[config.mk]
export PLATFORM = sky130hd
export DESIGN_NAME = scytale_decryption
export DESIGN_NICKNAME = d
export VERILOG_FILES = /design/src/rtl/scytale_decryption.sv
export SDC_FILE = /design/constraint.sdc
export NUM_CORES = 1
export LEC_CHECK = 0
export ABC_CLOCK_PERIOD_IN_PS = 4000
export BUFFER_PORTS_ARGS = -buffer_cell sky130_fd_sc_hd__buf_4
export CORE_MARGIN = 3
export CORE_UTILIZATION = 55
export DETAILED_ROUTE_END_ITERATION = 12
export PLACE_DENSITY_LB_ADDON = 0.1
export SETUP_SLACK_MARGIN = 0.2
export SYNTH_ARGS = -nofsm -noshare
export SYNTH_HDL_FRONTEND = slang
export SYNTH_SLANG_ARGS = --single-unit
[constraint.sdc]
create_clock -name clk -period 4 [get_ports clk]
set_input_delay 1 -clock clk [delete_from_list [all_inputs] [get_ports clk]]
set_output_delay 1 -clock clk [all_outputs]
set_load 0.005 [all_outputs]
[src/rtl/scytale_decryption.sv]
// Scytale decryption stage: buffers ciphertext until the start token, then
// streams the plaintext column-major over an N x M grid, one byte per cycle.
module scytale_decryption #(
  parameter int              D_WIDTH                = 8,
  parameter int              KEY_WIDTH              = 8,
  parameter int              MAX_NOKEYS             = 50,
  parameter logic [D_WIDTH-1:0] START_DECRYPTION_TOKEN = 8'hFA
) (
  input  logic                 clk,
  input  logic                 rst,
  input  logic [D_WIDTH-1:0]   data_i,
  input  logic                 valid_i,
  input  logic [KEY_WIDTH-1:0] key_N,
  input  logic [KEY_WIDTH-1:0] key_M,
  output logic                 busy,
  output logic [D_WIDTH-1:0]   data_o,
  output logic                 valid_o
);

  localparam int CNT_W = $clog2(MAX_NOKEYS + 1);
  localparam int IDX_W = $clog2(MAX_NOKEYS);
  localparam int AW    = 2 * KEY_WIDTH;

  typedef enum logic [0:0] {IDLE, DECRYPT} state_t;

  state_t               state;
  logic [CNT_W-1:0]     count;
  logic [CNT_W-1:0]     len;
  logic [CNT_W-1:0]     out_cnt;
  logic [KEY_WIDTH-1:0] key_n;
  logic [KEY_WIDTH-1:0] key_m;
  logic [KEY_WIDTH-1:0] row;
  logic [KEY_WIDTH-1:0] col;
  logic [AW-1:0]        addr;
  logic [AW-1:0]        prod;
  logic [D_WIDTH-1:0]   mem [MAX_NOKEYS];
  logic [D_WIDTH-1:0]   rd_data;

  logic is_token;
  logic wr_en;

  assign is_token = (data_i == START_DECRYPTION_TOKEN);
  assign wr_en    = (state == IDLE) && valid_i && !is_token && (count < CNT_W'(MAX_NOKEYS));
  assign prod     = key_N * key_M;
  // Addresses past the buffer only arise on a key/length mismatch; read zero there.
  assign rd_data  = (addr < AW'(MAX_NOKEYS)) ? mem[addr[IDX_W-1:0]] : '0;

  // NOTE: the message buffer has no reset; its contents are only read after being
  // written, so clearing it would cost a wide reset tree for no functional gain.
  always_ff @(posedge clk) begin
    if (wr_en) mem[count[IDX_W-1:0]] <= data_i;
  end

  // NOTE: all state below uses non-blocking assignments so every register
  // samples the pre-edge values of its neighbours, independent of statement order.
  always_ff @(posedge clk or posedge rst) begin
    if (rst) begin
      state   <= IDLE;
      count   <= '0;
      len     <= '0;
      out_cnt <= '0;
      key_n   <= '0;
      key_m   <= '0;
      row     <= '0;
      col     <= '0;
      addr    <= '0;
      busy    <= 1'b0;
      valid_o <= 1'b0;
      data_o  <= '0;
    end else begin
      case (state)
        IDLE: begin
          valid_o <= 1'b0;
          data_o  <= '0;
          if (wr_en) begin
            count <= count + 1'b1;
          end else if (valid_i && is_token && count != '0) begin
            key_n   <= key_N;
            key_m   <= key_M;
            len     <= (prod > AW'(MAX_NOKEYS)) ? CNT_W'(MAX_NOKEYS) : prod[CNT_W-1:0];
            out_cnt <= '0;
            row     <= '0;
            col     <= '0;
            addr    <= '0;
            busy    <= 1'b1;
            state   <= DECRYPT;
          end
        end

        DECRYPT: begin
          if (out_cnt != len) begin
            valid_o <= 1'b1;
            data_o  <= rd_data;
            out_cnt <= out_cnt + 1'b1;
            // Row is the fast index; stepping by M walks down one column.
            if (row == key_n - 1'b1) begin
              row  <= '0;
              col  <= col + 1'b1;
              addr <= AW'(col) + AW'(1);
            end else begin
              row  <= row + 1'b1;
              addr <= addr + AW'(key_m);
            end
          end else begin
            valid_o <= 1'b0;
            data_o  <= '0;
            busy    <= 1'b0;
            count   <= '0;
            out_cnt <= '0;
            row     <= '0;
            col     <= '0;
            addr    <= '0;
            state   <= IDLE;
          end
        end

        default: state <= IDLE;
      endcase
    end
  end

endmodule

=== After elaboration in Yosys (flattened, before gate mapping) ===
Memories as Yosys holds them, arrays and structs flattened.
Cells that the tools add are included.

* Add/subtract/negate cells: 7
* Multipliers: 1
* Div/mod/pow operators: 0
* Magnitude comparators: 3
* Eq/ne operators: 8
* Shift-type cells: 0
* Muxes and demuxes: 35
* Bitwise gates (word level): 2
* Reduce and logical (&&, ||, !) cells: 12

{| class="wikitable"
|+ Operators by type and width
! operator !! number
|-
| 2-to-1 mux 16 bit || 4
|-
| 2-to-1 mux 8 bit || 8
|-
| case mux 8 bit (2 select lines) || 3
|-
| 2-to-1 mux 6 bit || 6
|-
| case mux 16 bit (2 select lines) || 1
|-
| case mux 6 bit (2 select lines) || 2
|-
| adder 16 x 8 -> 16 bit || 1
|-
| adder 8 x 1 -> 8 bit (second input constant) || 2
|-
| > comparator 16 x 6 -> 1 bit (second input constant) || 1
|-
| < comparator 16 x 6 -> 1 bit (second input constant) || 1
|-
| multiplier 8 x 8 -> 16 bit || 1
|-
| adder 6 x 1 -> 6 bit (second input constant) || 2
|-
| adder 8 x 1 -> 9 bit (second input constant) || 1
|-
| AND reduction 3 bit || 3
|-
| == test 8 bit || 1
|-
| == test 8 bit (second input constant) || 1
|-
| 2-to-1 mux 1 bit || 8
|-
| subtractor 8 x 1 -> 8 bit (second input constant) || 1
|-
| < comparator 6 bit (second input constant) || 1
|-
| inequality test 2 bit (second input constant) || 3
|-
| inequality test 6 bit || 1
|-
| case mux 1 bit (2 select lines) || 3
|-
| nonzero test 6 bit || 1
|-
| logical AND 1 bit || 5
|-
| 5 further kinds || 7
|}

* Register bits after elaboration: 77
* Latch bits: 0
* Memory bits (writable): 400
* ROM bits: 0
* Input bits: 27
* Output and inout port bits: 10
* Word-level logic and storage cells: 81
* Memories: 1

{| class="wikitable"
|+ Memory list
! memory !! depth !! bits a word !! read ports !! clocked after Yosys merged registers in !! wr ports !! RTL line !! RTL
|-
| mem || 50 || 8 || 1 || 0 || 1 || 36 || <nowiki>logic [D_WIDTH-1:0] mem [MAX_NOKEYS];</nowiki>
|}

=== Depth between registers and ports, before layout ===
* Depth in word-level cells: 6
* Gate-level depth with buffers: 18
* Mapped depth without buffers: 17

=== Least setup slack after synthesis ===
OpenSTA, ideal clock, no wires.

* Kind: input -> register
* From: in key_M[7]
* To: reg len[1]
* Setup time: 0.134 ns
* Arrival: 5.325 ns
* Data required time: 3.866 ns
* Path slack: -1.459 ns
* Stages on the path: 16
* Buffers on the path: 1
* Cells stage by stage: and2_1 > fa_1 > fa_1 > fa_1 > inv_1 > fa_1 > inv_1 > ha_1 > buf_2 > and3_1 > a22o_1 > o41ai_1 > mux2i_1 > o211ai_1 > nor4_4 > a21oi_1

* Longest elaborated chain between the ends: 3

{| class="wikitable"
|+ RTL lines
! what !! RTL line !! RTL
|-
| start: declaration || 14 || <nowiki>input logic [KEY_WIDTH-1:0] key_M,</nowiki>
|-
| multiplier 8 x 8 -> 16 bit || 44 || <nowiki>assign prod = key_N * key_M;</nowiki>
|-
| > comparator 16 x 6 -> 1 bit || 80 || <nowiki>len <= (prod > AW'(MAX_NOKEYS)) ? CNT_W'(MAX_NOKEYS) : prod[CNT_W-1:0];</nowiki>
|-
| 2-to-1 mux 6 bit || 80 ||
|-
| end signal: assignment || 80 ||
|-
| end: declaration || 28 || <nowiki>logic [CNT_W-1:0] len;</nowiki>
|}

No other way between the ends.
A chain may end at the register's enable or synchronous reset.

=== Worst setup path in the final report ===
* From: in key_N[4]
* To: reg len[0]

* Longest elaborated chain between the ends: 3

{| class="wikitable"
|+ RTL lines
! what !! RTL line !! RTL
|-
| start: declaration || 13 || <nowiki>input logic [KEY_WIDTH-1:0] key_N,</nowiki>
|-
| multiplier 8 x 8 -> 16 bit || 44 ||
|-
| > comparator 16 x 6 -> 1 bit || 80 ||
|-
| 2-to-1 mux 6 bit || 80 ||
|}

No other way between the ends.

==> impl_metrics.tcl <==
set metrics [dict create \
    outcome "finished with violations" \
    setup_slack_ps -823 \
    die_area_mm2 0.0423 \
    path_cells "buf_8 > buf_6 > and2_4 > fa_1 > fa_1 > fa_1 > inv_2 > fa_1 > inv_2 > ha_4 > nand3_4 > nor4_4 > nor4_2 > xnor2_1 > or4b_4 > nor4_4 > buf_4 > a22o_1" \
    cts_sinks 477 \
    root_buffer "clkbuf_16" \
    n_fill_cell 2792 \
    regArea_mm2 0.0139 \
    top_layer_used "met4" \
    max_stage_delay_ps 520 \
    postRouteAntennaNets 0 \
    synth_top_area_cell "edfxtp_1" \
    fmax_mhz 207 \
    tritoncts "done" \
    syn-num-nets 1557 \
    drc 0 \
    irDropWorstVdd_v 0.000405 \
    cp-end-kind "flop" \
    power_density_mw_per_mm2 486 \
    leakage_nw 8.85 \
    slowest_stage "fa_1" \
    initial_utilization 0.562 \
    critPathMaxFanout 6 \
    met3_length_mm 2.82 \
    core_region_area_mm2 0.0390 \
    crit_cells 18 \
    routed_wl_mm 50.0 \
    cap_violations 0 \
    pin_count 37 \
    fp-row-count 72 \
    avgViaCountPerCell 5.97 \
    worstSetupStartpointType "input pin" \
    netlist.area_leader.share 0.548 \
    met2_length_mm 24.4 \
    critPathTopFamily "adder cells" \
    post-dp-hpwl_mm 32.2 \
    via_count 12700 \
    ys_ff_latch 477 \
    cts.path.max_buffers 3 \
    drive_gt1_frac 0.219 \
    place_ws_ps -1610 \
    postCtsHoldBufs 0 \
    die_h_um 206 \
    setup_viol 6 \
    track_usage 0.244 \
    portBuffers 36 \
    hold_violations 0 \
    min_path_cells 2 \
    syn2layout_area_growth_pct 14.5 \
    worstRegToRegCells 9 \
    die_x_um 206 \
    critPathArrivalTime_ps 5330 \
    nNetsFinal 1677 \
    yosysSeqAreaShare 0.636 \
    violations "negative setup slack" \
    fin_crit_ps 4820 \
    drtIter0Drc 1290 \
    cp_num_buf_inv 5 \
    syn_area_mm2 0.0219 \
    ys_warn_count 0 \
    place.gp.congestion 0.863 \
    cts_max_level 2 \
    wl_met1_mm 21.8 \
    synth-async-reset-ratio 0.161 \
    fin_total_pwr_mw 12.2 \
    yosysUniqueCellTypes 67 \
    cts_buffers 48 \
    crit_required_ps 4510 \
    grt_pass1_vias 12800 \
    skew_ps 27.3 \
    ys_top_cells_by_count "edfxtp_1, nor2_1, dfrtp_1" \
    hold_path_class "flop to flop" \
    synth.most_common_cell "edfxtp_1" \
    firstDrtPassIters 5 \
    netlist_instances 1443 \
    clk_latency_ps 590 \
    multiInputGateArea_mm2 0.00766 \
    setup_tns_ps -4870 \
    worstMarginPinSlew_ps 1010 \
    synth_edf_count 400 \
    grt_max_degree 69 \
    clkSlewWorstSetupHoldPaths_ps 60 \
    final_max_slew_viol_count 0 \
    diodes 0 \
    grt_antenna_before_repair 0 \
    max_slew_margin 0.325 \
    ys_top_cells_by_area "edfxtp_1, dfrtp_1, mux4_2" \
    crit_top_cell "fa_1" \
    grt_pass1_wl_mm 77.5 \
    overflow 0 \
    avgSynthCellArea_um2 15.2 \
    rsz0062_at_grt "true" \
    wl_per_cell_um 23.6 \
    post-route-period-util 1.21 \
    synth_ff_type "edfxtp_1" \
    crit_type "input pin to flop" \
]
worst min-delay path: stages (launching register included):
cell     delay (ps)
dfrtp_1         340
o21ai_0          80
nand2_1          60
metal layers:
metal	vias up	track usage
met5	-	0
met2	379	0.392
li1	5770	-
met1	6445	0.353
met3	58	0.0343
met4	0	0.0664
where the power goes:
group | internal (mW) | switching, mW | leakage [nW]
clock network | 2.54 | 1.86 | 0.746
registers | 5.60 | 0.108 | 4.66
logic | 0.892 | 1.19 | 3.45
total | 9.03 | 3.15 | 8.85
state kept, by name, indices dropped and copies added (netlist names):
signal	count
out_cnt	6
count	6
col	8
addr	16
valid_o	1
mem	400
busy	1
state	1
row	8
data_o	8
key_m	8
key_n	8
len	6
worst paths after layout:
path | from | slack [ps] | end
hold reg to reg | busy | 520 | busy
min in group asynchronous | rst | 550 | data_o[4]
hold / removal | busy | 520 | busy
max in group asynchronous | rst | 2770 | addr[0]
setup reg to reg | addr[2] | 1020 | addr[10]
setup / recovery | key_N[4] | -820 | len[0]
layout by cell type (no fill, tap or decap), types with 8 or more instances in the layout:
| cell | instances |
|---|---|
| and2_1 | 43 |
| clkbuf_16 | 49 |
| o21ai_0 | 50 |
| fa_1 | 34 |
| xnor2_1 | 29 |
| ha_1 | 45 |
| inv_1 | 58 |
| a31oi_1 | 10 |
| a21o_1 | 8 |
| nor3_1 | 17 |
| nor2_1 | 99 |
| o22ai_1 | 9 |
| a221oi_1 | 20 |
| edfxtp_1 | 400 |
| nand3_1 | 27 |
| buf_4 | 121 |
| mux2_2 | 45 |
| nand2_1 | 58 |
| dfrtp_1 | 74 |
| a21oi_1 | 44 |
| mux2i_1 | 72 |
| o221ai_1 | 10 |
| xor2_1 | 17 |
| o211ai_1 | 8 |
| o21bai_1 | 13 |
| mux4_2 | 64 |
| clkbuf_1 | 19 |
per-stage QoR:
stage | cells | utilization | hold WS [ps] | instance area [um^2]
floorplan | 1443 | - | 471 | 22000
global placement | 2024 | 0.599 | 496 | 23400
detailed placement | 2024 | 0.599 | 510 | 23400
CTS | 2117 | 0.641 | 522 | 25000
global route | 2119 | 0.643 | 556 | 25100
finish | 2119 | 0.643 | 517 | 25100
final cells by class:
cell class | instances | share of cell area
Tap cell | 518 | 0.0258
Multi-Input combinational cell | 842 | 0.305
Inverter | 64 | 0.00963
Timing Repair Buffer | 130 | 0.0418
Clock buffer | 72 | 0.0539
Clock inverter | 16 | 0.00768
Sequential cell | 477 | 0.556
cell families (layout without fill, tap and decap cells):
logic type,after synthesis,in the layout,synth area share
flip-flops,477,477,0.636
XOR/XNOR,46,46,0.0184
AO/OA/AOI/OAI,225,225,0.0698
adder cells (fa/ha/maj),87,87,0.0623
AND/OR/NAND/NOR,303,303,0.0681
buffers and inverters,124,282,0.0236
multiplexers,181,181,0.122
timing repair:
action | 4_1_cts | 5_1_grt
resized for setup | 10 | 20
hold endpoints to repair | 0 | 0
buffers inserted | 5 | 2
pin swaps | 19 | 19
setup endpoints to repair | 6 | 6
Power figures use the tool's default switching activity.
